$ cat src/rtl/reference_buffer_reader_if.sv
// Index/data bus toward the reference buffer plus the sample stream toward the CAF logic.
// master = reader side, slave = buffer/downstream side.
interface reference_buffer_reader_if #(
    parameter int INDEX_BITS = 8,
    parameter int I_BITS     = 12,
    parameter int Q_BITS     = 12
);
    logic [INDEX_BITS-1:0]    m_axi_index_rdata;
    logic                     m_axi_rvalid;
    logic                     m_axi_rready;
    logic                     s_axi_data_rvalid;
    logic signed [I_BITS-1:0] i_in;
    logic signed [Q_BITS-1:0] q_in;
    logic signed [I_BITS-1:0] out_i;
    logic signed [Q_BITS-1:0] out_q;
    logic                     out_valid;
    logic                     out_ready;

    modport master (
        output m_axi_index_rdata, m_axi_rvalid, m_axi_rready, out_i, out_q, out_valid,
        input  s_axi_data_rvalid, i_in, q_in, out_ready
    );

    modport slave (
        input  m_axi_index_rdata, m_axi_rvalid, m_axi_rready, out_i, out_q, out_valid,
        output s_axi_data_rvalid, i_in, q_in, out_ready
    );
endinterface

$ cat src/rtl/reference_buffer_reader.sv
// Sweeps the reference buffer indices 0..BUFFER_LENGTH-1, one outstanding request at a time,
// and replays the returned I/Q samples as a valid/ready stream.
module reference_buffer_reader #(
    parameter int BUFFER_LENGTH = 256,
    parameter int INDEX_BITS    = 8,
    parameter int I_BITS        = 12,
    parameter int Q_BITS        = 12
) (
    input  logic clk,
    input  logic n_reset,
    input  logic start,
    output logic busy,
    output logic done,
    reference_buffer_reader_if.master bus
);
    typedef enum logic [1:0] {IDLE, REQ, GAP, DRAIN} state_t;

    localparam logic [INDEX_BITS-1:0] LAST_IDX = INDEX_BITS'(BUFFER_LENGTH - 1);
    localparam logic [INDEX_BITS-1:0] ONE      = INDEX_BITS'(1);

    state_t                 state, state_nxt;
    logic [INDEX_BITS-1:0]  idx;
    logic                   free, capture, consume, last;

    always_comb begin
        free    = !bus.out_valid || bus.out_ready;
        consume = bus.out_valid && bus.out_ready;
        capture = (state == REQ) && bus.s_axi_data_rvalid && bus.m_axi_rready && free;
        last    = (idx == LAST_IDX);
    end

    always_ff @(posedge clk or negedge n_reset) begin
        if (!n_reset) state <= IDLE;
        else          state <= state_nxt;
    end

    // GAP is the one idle cycle between a capture and the next request
    always_comb begin
        state_nxt = state;
        case (state)
            IDLE:    if (start)   state_nxt = REQ;
            REQ:     if (capture) state_nxt = last ? DRAIN : GAP;
            GAP:                  state_nxt = REQ;
            DRAIN:   if (consume) state_nxt = IDLE;
            default:              state_nxt = IDLE;
        endcase
    end

    assign bus.m_axi_rvalid      = (state == REQ);
    assign bus.m_axi_index_rdata = idx;

    always_ff @(posedge clk or negedge n_reset) begin
        if (!n_reset) begin
            idx              <= '0;
            busy             <= 1'b0;
            done             <= 1'b0;
            bus.m_axi_rready <= 1'b0;
            bus.out_i        <= '0;
            bus.out_q        <= '0;
            bus.out_valid    <= 1'b0;
        end else begin
            // one-cycle-late view of output-register space, muted outside an active sweep
            bus.m_axi_rready <= ((state_nxt == REQ) || (state_nxt == GAP)) && free;
            done             <= (state == DRAIN) && consume;

            if ((state == IDLE) && start)         busy <= 1'b1;
            else if ((state == DRAIN) && consume) busy <= 1'b0;

            if ((state == IDLE) && start) idx <= '0;
            else if (capture && !last)    idx <= idx + ONE;

            if (capture) begin
                bus.out_i     <= bus.i_in[I_BITS-1:0];
                bus.out_q     <= bus.q_in[Q_BITS-1:0];
                bus.out_valid <= 1'b1;
            end else if (consume) begin
                bus.out_valid <= 1'b0;
            end
        end
    end
endmodule

$ cat src/flat_wrapper.sv
// flat-port wrapper written by rule: the top's interface ports become plain ports
module reference_buffer_reader_flat 
#(
    parameter int BUFFER_LENGTH = 256,
    parameter int INDEX_BITS    = 8,
    parameter int I_BITS        = 12,
    parameter int Q_BITS        = 12
)
  (clk, n_reset, start, busy, done, bus_m_axi_index_rdata, bus_m_axi_rvalid, bus_m_axi_rready, bus_out_i, bus_out_q, bus_out_valid, bus_s_axi_data_rvalid, bus_i_in, bus_q_in, bus_out_ready);
  reference_buffer_reader_if #(.INDEX_BITS(INDEX_BITS), .I_BITS(I_BITS), .Q_BITS(Q_BITS)) bus_i ();
  input  logic clk;
  input  logic n_reset;
  input  logic start;
  output logic busy;
  output logic done;
  output wire logic [$bits(bus_i.m_axi_index_rdata)-1:0] bus_m_axi_index_rdata;
  output wire logic [$bits(bus_i.m_axi_rvalid)-1:0] bus_m_axi_rvalid;
  output wire logic [$bits(bus_i.m_axi_rready)-1:0] bus_m_axi_rready;
  output wire logic [$bits(bus_i.out_i)-1:0] bus_out_i;
  output wire logic [$bits(bus_i.out_q)-1:0] bus_out_q;
  output wire logic [$bits(bus_i.out_valid)-1:0] bus_out_valid;
  input wire logic [$bits(bus_i.s_axi_data_rvalid)-1:0] bus_s_axi_data_rvalid;
  input wire logic [$bits(bus_i.i_in)-1:0] bus_i_in;
  input wire logic [$bits(bus_i.q_in)-1:0] bus_q_in;
  input wire logic [$bits(bus_i.out_ready)-1:0] bus_out_ready;
  assign bus_m_axi_index_rdata = bus_i.m_axi_index_rdata;
  assign bus_m_axi_rvalid = bus_i.m_axi_rvalid;
  assign bus_m_axi_rready = bus_i.m_axi_rready;
  assign bus_out_i = bus_i.out_i;
  assign bus_out_q = bus_i.out_q;
  assign bus_out_valid = bus_i.out_valid;
  assign bus_i.s_axi_data_rvalid = bus_s_axi_data_rvalid;
  assign bus_i.i_in = bus_i_in;
  assign bus_i.q_in = bus_q_in;
  assign bus_i.out_ready = bus_out_ready;
  reference_buffer_reader #(.BUFFER_LENGTH(BUFFER_LENGTH), .INDEX_BITS(INDEX_BITS), .I_BITS(I_BITS), .Q_BITS(Q_BITS)) u_core (.clk(clk), .n_reset(n_reset), .start(start), .busy(busy), .done(done), .bus(bus_i));
endmodule
$ cat config.mk
export PLATFORM = sky130hd
export DESIGN_NAME = reference_buffer_reader_flat
export DESIGN_NICKNAME = d
export VERILOG_FILES = /design/src/rtl/reference_buffer_reader_if.sv /design/src/rtl/reference_buffer_reader.sv /design/src/flat_wrapper.sv
export SDC_FILE = /design/constraint.sdc
export NUM_CORES = 1
export LEC_CHECK = 0
export BUFFER_PORTS_ARGS = -buffer_cell sky130_fd_sc_hd__buf_4
export CAP_MARGIN = 10
export CORE_ASPECT_RATIO = 0.6
export CORE_MARGIN = 5
export CORE_UTILIZATION = 47
export DETAILED_ROUTE_END_ITERATION = 8
export HOLD_SLACK_MARGIN = 0.02
export PLACE_DENSITY = 0.84
export SETUP_SLACK_MARGIN = 0.05
export SYNTH_ARGS = -nofsm -noshare
export SYNTH_HDL_FRONTEND = slang
export SYNTH_SLANG_ARGS = --single-unit
$ cat constraint.sdc
create_clock -name clk -period 1.98 [get_ports clk]
set_input_delay 0.297 -clock clk [delete_from_list [all_inputs] [get_ports clk]]
set_output_delay 0.297 -clock clk [all_outputs]
set_load 0.02 [all_outputs]
---- Word-level counts from Yosys, hierarchy flattened ----
Cells that the tools add are included.
W data, S select, Z words.
operators by class
  eq/ne operators ......................... 6
  reductions and logical operators ........ 16
  $add $sub $neg .......................... 1
  muxes and demuxes ....................... 11
operators with widths
  kind                   count
  $mux W8                2
  $add A8 B1 Y8 const B  1
  $eq A8 B8 Y1 const B   1
  $logic_and A1 B1 Y1    8
  $pmux W2 S4            1
  $eq A2 B2 Y1 const B   3
  $mux W2                3
  $reduce_bool A2 Y1     3
  $mux W1                5
  $eq A2 B1 Y1 const B   2
  $logic_not A1 Y1       2
  $logic_not A2 Y1       1
  $logic_or A1 B1 Y1     2
storage, ports and cells
  word-level logic and storage cells ...... 42
  input bits .............................. 29
  register bits after elaboration ......... 38
  output and inout port bits .............. 37

---- Longest topological paths before layout ----
Gate-level depths: netlist of run 1.
  depth after elaboration ................. 9
  gate-level depth with buffers ........... 7
  gate-level depth less buffers ........... 5

---- Worst setup path before layout of run 1 ----
OpenSTA, ideal clock, no wires.
  path kind ............................... register -> register
  from .................................... register u_core.idx[2], in the netlist u_core.bus.m_axi_index_rdata[2]
  to ...................................... register u_core.idx[7], in the netlist u_core.bus.m_axi_index_rdata[7]
  path buffers ............................ 0
  setup time .............................. 0.077 ns
  required time ........................... 1.903 ns
  setup slack ............................. 0.308 ns
  period minus slack after synthesis ...... 1.672 ns
  cell stages (with the launch flop) ...... 5
  data arrival time ....................... 1.594 ns
  cell sequence ........................... dfrtp_1 -> nand4_1 -> or2_2 -> or4_1 -> a21oi_1
between the ends
  longest elaborated chain between the ends .. 4
  elaborated cells on any way between the ends .. 7
  those cells by class .................... add/sub (1); eq/ne (1); mux (2); reduce/logical (3)
ends and longest elaborated chain
  element                                                line                           text
  from (decl)                                            reference_buffer_reader.sv:22  logic [INDEX_BITS-1:0] idx;
  from (signal assigned)                                 reference_buffer_reader.sv:70  else if (capture && !last) idx <= idx + ONE;
  branches (longest 4 deep; another with $add A8 B1 Y8)  --
Parallel ways; which one is timed is not known. The select of a mux whose other input is x is not followed.
A chain may end at the register's enable or synchronous reset.

---- Worst setup path in the final report of run 1 ----
  from .................................... register u_core.state[1]
  to ...................................... register u_core.idx[4], in the netlist u_core.bus.m_axi_index_rdata[4]
between the ends
  longest elaborated chain between the ends .. 6
  elaborated cells on any way between the ends .. 9
  those cells by class .................... eq/ne (1); mux (1); reduce/logical (7)
ends and longest elaborated chain
  element                           line                           text
  from (decl)                       reference_buffer_reader.sv:21  state_t state, state_nxt;
  from (signal assigned)            reference_buffer_reader.sv:34  else state <= state_nxt;
  $eq A2 B1 Y1                      reference_buffer_reader.sv:28  capture = (state == REQ) && bus.s_axi_data_rvalid && bus.m_axi_rready && free;
  $logic_and A1 B1 Y1 (3 in a row)  reference_buffer_reader.sv:28
  $logic_and A1 B1 Y1               reference_buffer_reader.sv:70
  $reduce_bool A2 Y1 (no line)      --
Several ways; a longest one is shown, not always the timed one.

==> qor.txt, run 1 <==
GRT
-------------------------------------------------------------------------------------
Via count of the first global-routing pass                                      1,304
Global-route usage over all layers                                              17.4%
Met2 capacity usage during global routing                                       24.5%
M1 GR Usage                                                                     23.8%
Global-route wire length before repair                                        6180 um
Overflow after GRT                                                                  0
Fraction of met3 tracks used by global routing                                  6.80%
Largest net degree at the start of global routing                                  39
Grt peak-use layer                                                               met2
Number of antenna violations at the first check in global routing                   0

STA
-------------------------------------------------------------------------------------
Setup WS post-layout                                                         0.191 ns
Final Hold Slack                                                             0.203 ns
Number of slew-limit violations in the final report                                 0
Worst rel slew slack                                                            69.4%
Highest clock rate                                                          0.559 GHz
Final worst path period share                                                   90.4%
Worst Clk Skew                                                             0.00149 ns
Count of final hold-check violations                                                0
Number of endpoints failing setup at the final stage                                0
Transition time at the pin with the least slew margin                        0.459 ns
RSZ-0062 raised after global routing                                               no
Final min period                                                              1.79 ns
Setup TNS Final                                                                  0 ns

PWR
-------------------------------------------------------------------------------------
Power density over cell area                                              1490 nW/um2
Standby leakage power                                                         1.19 nW
Overall Power                                                                 3.30 mW
Worst-case vdd ir drop                                                       0.762 mV

PLACEMENT
-------------------------------------------------------------------------------------
# port buffers                                                                     65
Placed insts                                                                      281
Post-DP HPWL                                                                  2950 um
Weighted congestion at the end of routability-driven global placement           0.844
Pre-CTS worst setup slack                                                    0.215 ns

FLOORPLAN
-------------------------------------------------------------------------------------
Width of the die                                                              85.1 um
Die area                                                                     4690 um2
Count of standard-cell rows                                                        16
Placeable core region                                                        3260 um2
Number of primary I/O pins                                                         66
Effective utilization at floorplan                                              48.8%
Floorplan die height                                                          55.1 um

WORST SETUP PATH
-------------------------------------------------------------------------------------
CP max FO                                                                          27
Worst reg2reg startpoint                                                 u_core.state[1]
Number of cells traversed by the worst register-to-register path                    4
Critical setup path kind                                                      reg2reg
Reg-to-reg slack, setup                                                       0.19 ns
Crit path launch type                                                        register
Max incr delay on CP                                                          0.55 ns
Cell with the biggest individual delay on the critical path              sky130_fd_sc_hd__or4_1
CP bufs+invs                                                                        0
Endpoint of the lowest-slack register-to-register path                   u_core.bus.m_axi_index_rdata[4]
Category of the worst setup path capture point                               register
Critical path arrival                                                         2.00 ns
Family with the most delay on the worst path                             simple AND/OR/NAND/NOR gates
Worst path required time                                                      2.19 ns
Worst path cell trace                                                    nand4b_1, nand2b_4, or4_1, a21oi_1

DRT
-------------------------------------------------------------------------------------
Number of DRC violations after detailed routing                                     0
Total vias in the final route                                                   1,429
Routed via count divided by cell count                                           4.94
Wire per inst                                                                 13.3 um
Count of TritonRoute iterations in the first routing pass                           5
Final ANT Viol Nets                                                                 0
DRC marker count from the first detailed-route iteration                           60
Post-Route WL                                                                 3850 um

CLOCK TREE
-------------------------------------------------------------------------------------
Clock Tree Root                                                          sky130_fd_sc_hd__clkbuf_8
Number of clock buffers inserted by TritonCTS                                       5
Clock Pin Slew Worst Setup and Hold Paths                                     0.07 ns
Buffers from clock root to sink, at most                                            2
Number of sinks on the clock net                                                   38
Clock tree from TritonCTS                                                       built
H-tree depth reported by CTS                                                        2
Clk_lat worst skew                                                            0.28 ns

SYNTHESIS
-------------------------------------------------------------------------------------
Sequential cell area fraction in the yosys report                               59.7%
Yosys cell types                                                                   26
Syn Inst Count                                                                    174
Syn Std Cell Area                                                            1590 um2
Flop and latch count out of synthesis                                              38
Post-synthesis xor/xnor area fraction                                              0%
Number of warnings reported in the yosys synthesis log                              0
Post-synthesis net count                                                          204
Avg Cell Area, Syn                                                           9.15 um2
Post-synthesis mux area share                                                   2.52%
Main combinational cell family by area after synthesis                   simple AND/OR/NAND/NOR gates
Complex-gate fraction of the synthesized area                                   3.77%
Adder and majority cell fraction of the synthesized area                       0.786%
Post-synthesis share of cell area spent on and, or, nand and nor gates          30.5%

CELLS AND AREA
-------------------------------------------------------------------------------------
Proportion of layout cells with a drive suffix above 1                          31.6%
Number of filler cells placed in the layout                                       268
Diodes inserted                                                                     0
Area added between synthesis and finish                                         39.2%
Count of nets after finishing                                                     274
Final std cells w/o fill                                                          289

HOLD PATH
-------------------------------------------------------------------------------------
Hold_sp                                                                   bus_i_in[8]
Worst min-delay path endpoint                                            u_core.bus.out_i[8]
Tightest Hold Check Type                                                       in2reg
Worst hold path stage count                                                         3

JOB
-------------------------------------------------------------------------------------
Max Cap Viol                                                                        0

OUTCOME
-------------------------------------------------------------------------------------
Outcome                                                                  finished, final reports clean

what timing repair did:
item | 4_1_cts | 5_1_grt
buffers inserted | 0 | 0
endpoints found under the hold margin | 38 | 0
hold buffers | 1 | 0
gates resized for setup | 0 | 0
setup endpoints to repair | 0 | 0
layout by cell type, fill, tap and decap left out:
cell	instances
sky130_fd_sc_hd__nor3_1	2
sky130_fd_sc_hd__or4_1	3
sky130_fd_sc_hd__o41ai_1	2
sky130_fd_sc_hd__o21ai_0	1
sky130_fd_sc_hd__a211oi_1	1
sky130_fd_sc_hd__a21oi_1	3
sky130_fd_sc_hd__dlygate4sd3_1	1
sky130_fd_sc_hd__and2_1	1
sky130_fd_sc_hd__o31ai_1	2
sky130_fd_sc_hd__nor2b_1	2
sky130_fd_sc_hd__or2_2	2
sky130_fd_sc_hd__nand2b_1	2
sky130_fd_sc_hd__nor2_1	4
sky130_fd_sc_hd__nand2_1	85
sky130_fd_sc_hd__clkbuf_8	5
sky130_fd_sc_hd__nand3_1	6
sky130_fd_sc_hd__ha_1	1
sky130_fd_sc_hd__dfrtp_1	38
sky130_fd_sc_hd__buf_4	68
sky130_fd_sc_hd__nor4_1	1
sky130_fd_sc_hd__clkbuf_1	2
sky130_fd_sc_hd__mux2i_1	4
sky130_fd_sc_hd__nand4_1	2
sky130_fd_sc_hd__inv_1	3
sky130_fd_sc_hd__nand2b_4	1
sky130_fd_sc_hd__nand4b_1	1
sky130_fd_sc_hd__nor2_2	1
Yosys cell counts:
| cell | count | area share (%) |
|---|---|---|
| sky130_fd_sc_hd__nand4b_1 | 1 | 0.55 |
| sky130_fd_sc_hd__nand2b_4 | 1 | 0.86 |
| sky130_fd_sc_hd__o41ai_1 | 2 | 1.1 |
| sky130_fd_sc_hd__a21oi_1 | 3 | 0.94 |
| sky130_fd_sc_hd__or4_1 | 3 | 1.4 |
| sky130_fd_sc_hd__inv_1 | 3 | 0.71 |
| sky130_fd_sc_hd__o31ai_1 | 2 | 0.94 |
| sky130_fd_sc_hd__nor4_1 | 1 | 0.39 |
| sky130_fd_sc_hd__and2_1 | 1 | 0.39 |
| sky130_fd_sc_hd__a211oi_1 | 1 | 0.47 |
| sky130_fd_sc_hd__mux2i_1 | 4 | 2.5 |
| sky130_fd_sc_hd__nor2b_1 | 2 | 0.79 |
| sky130_fd_sc_hd__or2_2 | 2 | 0.79 |
| sky130_fd_sc_hd__clkbuf_1 | 2 | 0.47 |
| sky130_fd_sc_hd__nor3_1 | 2 | 0.63 |
| sky130_fd_sc_hd__o21ai_0 | 1 | 0.31 |
| sky130_fd_sc_hd__nand4_1 | 2 | 0.79 |
| sky130_fd_sc_hd__buf_6 | 1 | 0.71 |
| sky130_fd_sc_hd__buf_2 | 1 | 0.31 |
| sky130_fd_sc_hd__dfrtp_1 | 38 | 60 |
| sky130_fd_sc_hd__nor2_1 | 5 | 1.2 |
| sky130_fd_sc_hd__nand3_1 | 6 | 1.9 |
| sky130_fd_sc_hd__ha_1 | 1 | 0.79 |
| sky130_fd_sc_hd__nand2_1 | 85 | 20 |
| sky130_fd_sc_hd__nand2b_1 | 2 | 0.79 |
| sky130_fd_sc_hd__buf_1 | 2 | 0.47 |
where the power goes:
group	internal [mW]	switching, mW	total [mW]
Clock	0.242	0.233	0.475
Combinational	0.623	0.886	1.51
Sequential	1.09	0.231	1.32
Total	1.95	1.35	3.30
cell families (layout without fill, tap and decap cells):
| kind of cell | Yosys count | in the layout |
|---|---|---|
| buffers and inverters | 9 | 79 |
| muxes | 4 | 4 |
| adders and majority gates | 1 | 1 |
| and+or+nand+nor | 113 | 113 |
| AOI/OAI and AO/OA | 9 | 9 |
| DFF | 38 | 38 |
cell type report:
cell class | count | area [um2] | area share (%)
sequential | 38 | 951 | 42.9
multi-input combinational | 127 | 601 | 27.1
timing repair buffer | 69 | 520 | 23.5
clock buffer | 7 | 76.3 | 3.44
tap | 45 | 56.3 | 2.54
inverter | 3 | 11.3 | 0.508
state kept, by name, indices dropped and copies added, names as in the netlist:
| register | count |
|---|---|
| u_core.bus.out_valid | 1 |
| u_core.bus.m_axi_rready | 1 |
| u_core.bus.out_i | 12 |
| u_core.busy | 1 |
| u_core.done | 1 |
| u_core.state | 2 |
| u_core.bus.m_axi_index_rdata | 8 |
| u_core.bus.out_q | 12 |
worst reg2reg max path, stage by stage (launching register included):
cell	delay, ns
sky130_fd_sc_hd__dfrtp_1	0.43
sky130_fd_sc_hd__nand4b_1	0.27
sky130_fd_sc_hd__nand2b_4	0.32
sky130_fd_sc_hd__or4_1	0.56
sky130_fd_sc_hd__a21oi_1	0.14
routing by layer:
| layer | vias to the layer above | routed length (um) |
|---|---|---|
| met3 | 8 | 399 |
| met1 | 656 | 1780 |
| met5 | - | 0 |
| met4 | 0 | 47 |
| met2 | 63 | 1620 |
| li1 | 702 | - |
worst max path at each step:
| stage | from | to | slack (ns) | depth (start not counted) |
|---|---|---|---|---|
| after global routing | u_core.state[1] | u_core.bus.m_axi_index_rdata[6] | 0.09 | 4 |
| after detailed placement | u_core.state[1] | u_core.bus.m_axi_index_rdata[7] | 0.21 | 4 |
| after floorplan | u_core.bus.m_axi_index_rdata[2] | u_core.bus.m_axi_index_rdata[7] | 0.31 | 4 |
| after CTS | u_core.state[1] | u_core.bus.m_axi_index_rdata[7] | 0.19 | 4 |
| final | u_core.state[1] | u_core.bus.m_axi_index_rdata[4] | 0.19 | 4 |
| after global placement | u_core.state[1] | u_core.bus.m_axi_index_rdata[7] | 0.28 | 4 |
metrics by stage:
| stage | area [um2] | utilization [%] |
|---|---|---|
| finish | 2220 | 67.9 |
| global route | 2220 | 67.9 |
| CTS | 2220 | 67.9 |
| detailed placement | 2130 | 65.3 |
| global placement | 2130 | 65.3 |
| floorplan | 1590 | - |
(Power assumes the default switching activity.)
==> inputs of run 2 (changes only) <==
MAX_ROUTING_LAYER = met4   (was default)
==> run 2 against run 1 <==
Compared with the run above: power about the same; maximum frequency barely moved; critical endpoint unchanged; combinational power is essentially flat; final cell count did not move; sequential power about the same; die area stayed put; critical path depth is the same; clock power is essentially flat; cell area did not move; largest cell class unchanged; via count down 0.28%; global-route usage rose by 0.53 points; sequential share of layout area unchanged.
==> qor.txt, run 2 (synthesized netlist as in run 1, its figures left out) <==
CLOCK TREE
------------------------------------------------------------------------------------
Clock Pin Slew Worst Setup and Hold Paths                                    0.07 ns   about the same
Clk_lat worst skew                                                           0.28 ns   about the same
Number of clock buffers inserted by TritonCTS                                      5   unchanged
Hold buffer count at cts                                                           1   unchanged
Clock Tree Root                                                         sky130_fd_sc_hd__clkbuf_8
Resized cells post-CTS                                                             0   unchanged
Number of sinks on the clock net                                                  38   unchanged
H-tree depth reported by CTS                                                       2   unchanged
Buffers from clock root to sink, at most                                           2   unchanged
Post-CTS Setup Repair Bufs                                                         0   unchanged
Clock tree from TritonCTS                                                      built

PLACEMENT
------------------------------------------------------------------------------------
# port buffers                                                                    65   unchanged
Weighted congestion at the end of routability-driven global placement          0.858   +1.6%
Post-DP HPWL                                                                 2950 um   unchanged
Pre-CTS worst setup slack                                                   0.215 ns   unchanged

DRT
------------------------------------------------------------------------------------
Routed via count divided by cell count                                          4.93   -0.28%
Final ANT Viol Nets                                                                0   unchanged
Post-Route WL                                                                3860 um   +0.18%
Total vias in the final route                                                  1,425   -0.28%
DRC marker count from the first detailed-route iteration                          94   +57%
Wire per inst                                                                13.3 um   +0.18%
Count of TritonRoute iterations in the first routing pass                          4   -1
Number of DRC violations after detailed routing                                    0   unchanged

WORST SETUP PATH
------------------------------------------------------------------------------------
Critical path arrival                                                        2.00 ns   about the same
Category of the worst setup path capture point                              register
Crit path launch type                                                       register
Worst path required time                                                     2.19 ns   about the same
CP max FO                                                                         27   unchanged
Critical setup path kind                                                     reg2reg

STA
------------------------------------------------------------------------------------
Number of slew-limit violations in the final report                                0   unchanged
Final min period                                                             1.79 ns   -0.000491 ns
Worst rel slew slack                                                           69.1%   -0.25 points
Count of final hold-check violations                                               0   unchanged
Worst Clk Skew                                                            0.00234 ns   +0.000851 ns
Highest clock rate                                                         0.559 GHz   about the same
Setup WS post-layout                                                        0.191 ns   +0.000491 ns
Final worst path period share                                                  90.3%   about the same
Number of endpoints failing setup at the final stage                               0   unchanged
Transition time at the pin with the least slew margin                       0.463 ns   +0.00382 ns
RSZ-0062 raised after global routing                                              no
Setup TNS Final                                                                 0 ns   unchanged

GRT
------------------------------------------------------------------------------------
Number of antenna violations at the first check in global routing                  0   unchanged
Global-route usage over all layers                                             17.9%   +0.53 points
Largest net degree at the start of global routing                                 39   unchanged
Global-route wire length before repair                                       6180 um   +0.11%
Via count of the first global-routing pass                                     1,308   +0.31%
Overflow after GRT                                                                 0   unchanged

CELLS AND AREA
------------------------------------------------------------------------------------
Area added between synthesis and finish                                        39.2%   unchanged
Diodes inserted                                                                    0   unchanged
Most common cell after layout, fill and taps aside                      sky130_fd_sc_hd__nand2_1
Highest-count cells in the layout ignoring fill and taps                sky130_fd_sc_hd__nand2_1, sky130_fd_sc_hd__buf_4, sky130_fd_sc_hd__dfrtp_1, sky130_fd_sc_hd__nand3_1, sky130_fd_sc_hd__clkbuf_8
Proportion of layout cells with a drive suffix above 1                         31.6%   unchanged
Count of nets after finishing                                                    274   unchanged

PWR
------------------------------------------------------------------------------------
Standby leakage power                                                        1.19 nW   unchanged
Power density over cell area                                             1490 nW/um2   about the same
Worst-case vdd ir drop                                                      0.759 mV   -0.38%

FLOORPLAN
------------------------------------------------------------------------------------
Placeable core region                                                       3260 um2   unchanged
Die area                                                                    4690 um2   unchanged
Count of standard-cell rows                                                       16   unchanged
Floorplan die height                                                         55.1 um   unchanged
Number of primary I/O pins                                                        66   unchanged
Width of the die                                                             85.1 um   unchanged
Effective utilization at floorplan                                             48.8%   unchanged

OUTCOME
------------------------------------------------------------------------------------
Outcome                                                                 finished, final reports clean

HOLD PATH
------------------------------------------------------------------------------------
Tightest Hold Check Type                                                      in2reg

JOB
------------------------------------------------------------------------------------
Max Cap Viol                                                                       0   unchanged

[run 2: layout make-up]
class / count / area, um2
fill: 268 / 1050
sequential: 38 / 951
multi-input combinational: 127 / 601
timing repair buffer: 69 / 520
clock buffer: 7 / 76.3
tap: 45 / 56.3
inverter: 3 / 11.3
[run 2: metrics by stage]
step	cells	util [%]	power (mW)	area, um2	hold WS (ns)
floorplan	174	-	2.14	1590	0.00141
global placement	281	65.3	2.80	2130	0.286
detailed placement	281	65.3	2.85	2130	0.286
CTS	289	67.9	3.33	2220	0.198
global route	289	67.9	3.52	2220	0.193
finish	289	67.9	3.30	2220	0.203
[run 2: worst max-delay path, stage by stage, from the launching register on]
cell and delay [ns]:
sky130_fd_sc_hd__dfrtp_1 0.44, sky130_fd_sc_hd__nand4b_1 0.26, sky130_fd_sc_hd__nand2b_4 0.32, sky130_fd_sc_hd__or4_1 0.55, sky130_fd_sc_hd__a21oi_1 0.14
[run 2: routing by layer]
metal  up-vias  part of all wire (%)  wire [um]  GRT usage [%]
met2        66                    42       1620           24.6
met3         8                   9.6        372           5.77
met1       648                    47       1810           24.3
met4         0                   1.2         47           7.63
li1        703                     -          -              -
met5         -                     0          0              -
[run 2: final timing paths]
| kind | cells after the start | to | slack [ns] | start |
|---|---|---|---|---|
| min in group asynchronous | 2 | u_core.bus.m_axi_index_rdata[0] | 0.51 | n_reset |
| worst min register to register | 2 | u_core.bus.out_i[10] | 0.48 | u_core.bus.out_i[10] |
| max in group asynchronous | 2 | u_core.bus.out_q[0] | 1.14 | n_reset |
| worst max-delay path | 4 | u_core.bus.m_axi_index_rdata[4] | 0.19 | u_core.state[1] |
| worst min-delay path | 3 | u_core.bus.out_i[8] | 0.20 | bus_i_in[8] |
| worst max register to register | 4 | u_core.bus.m_axi_index_rdata[4] | 0.19 | u_core.state[1] |
[run 2: power by group]
part / internal, mW / switching, mW / total [mW]
registers: 1.09 / 0.229 / 1.31
clock network: 0.242 / 0.234 / 0.476
logic: 0.623 / 0.887 / 1.51
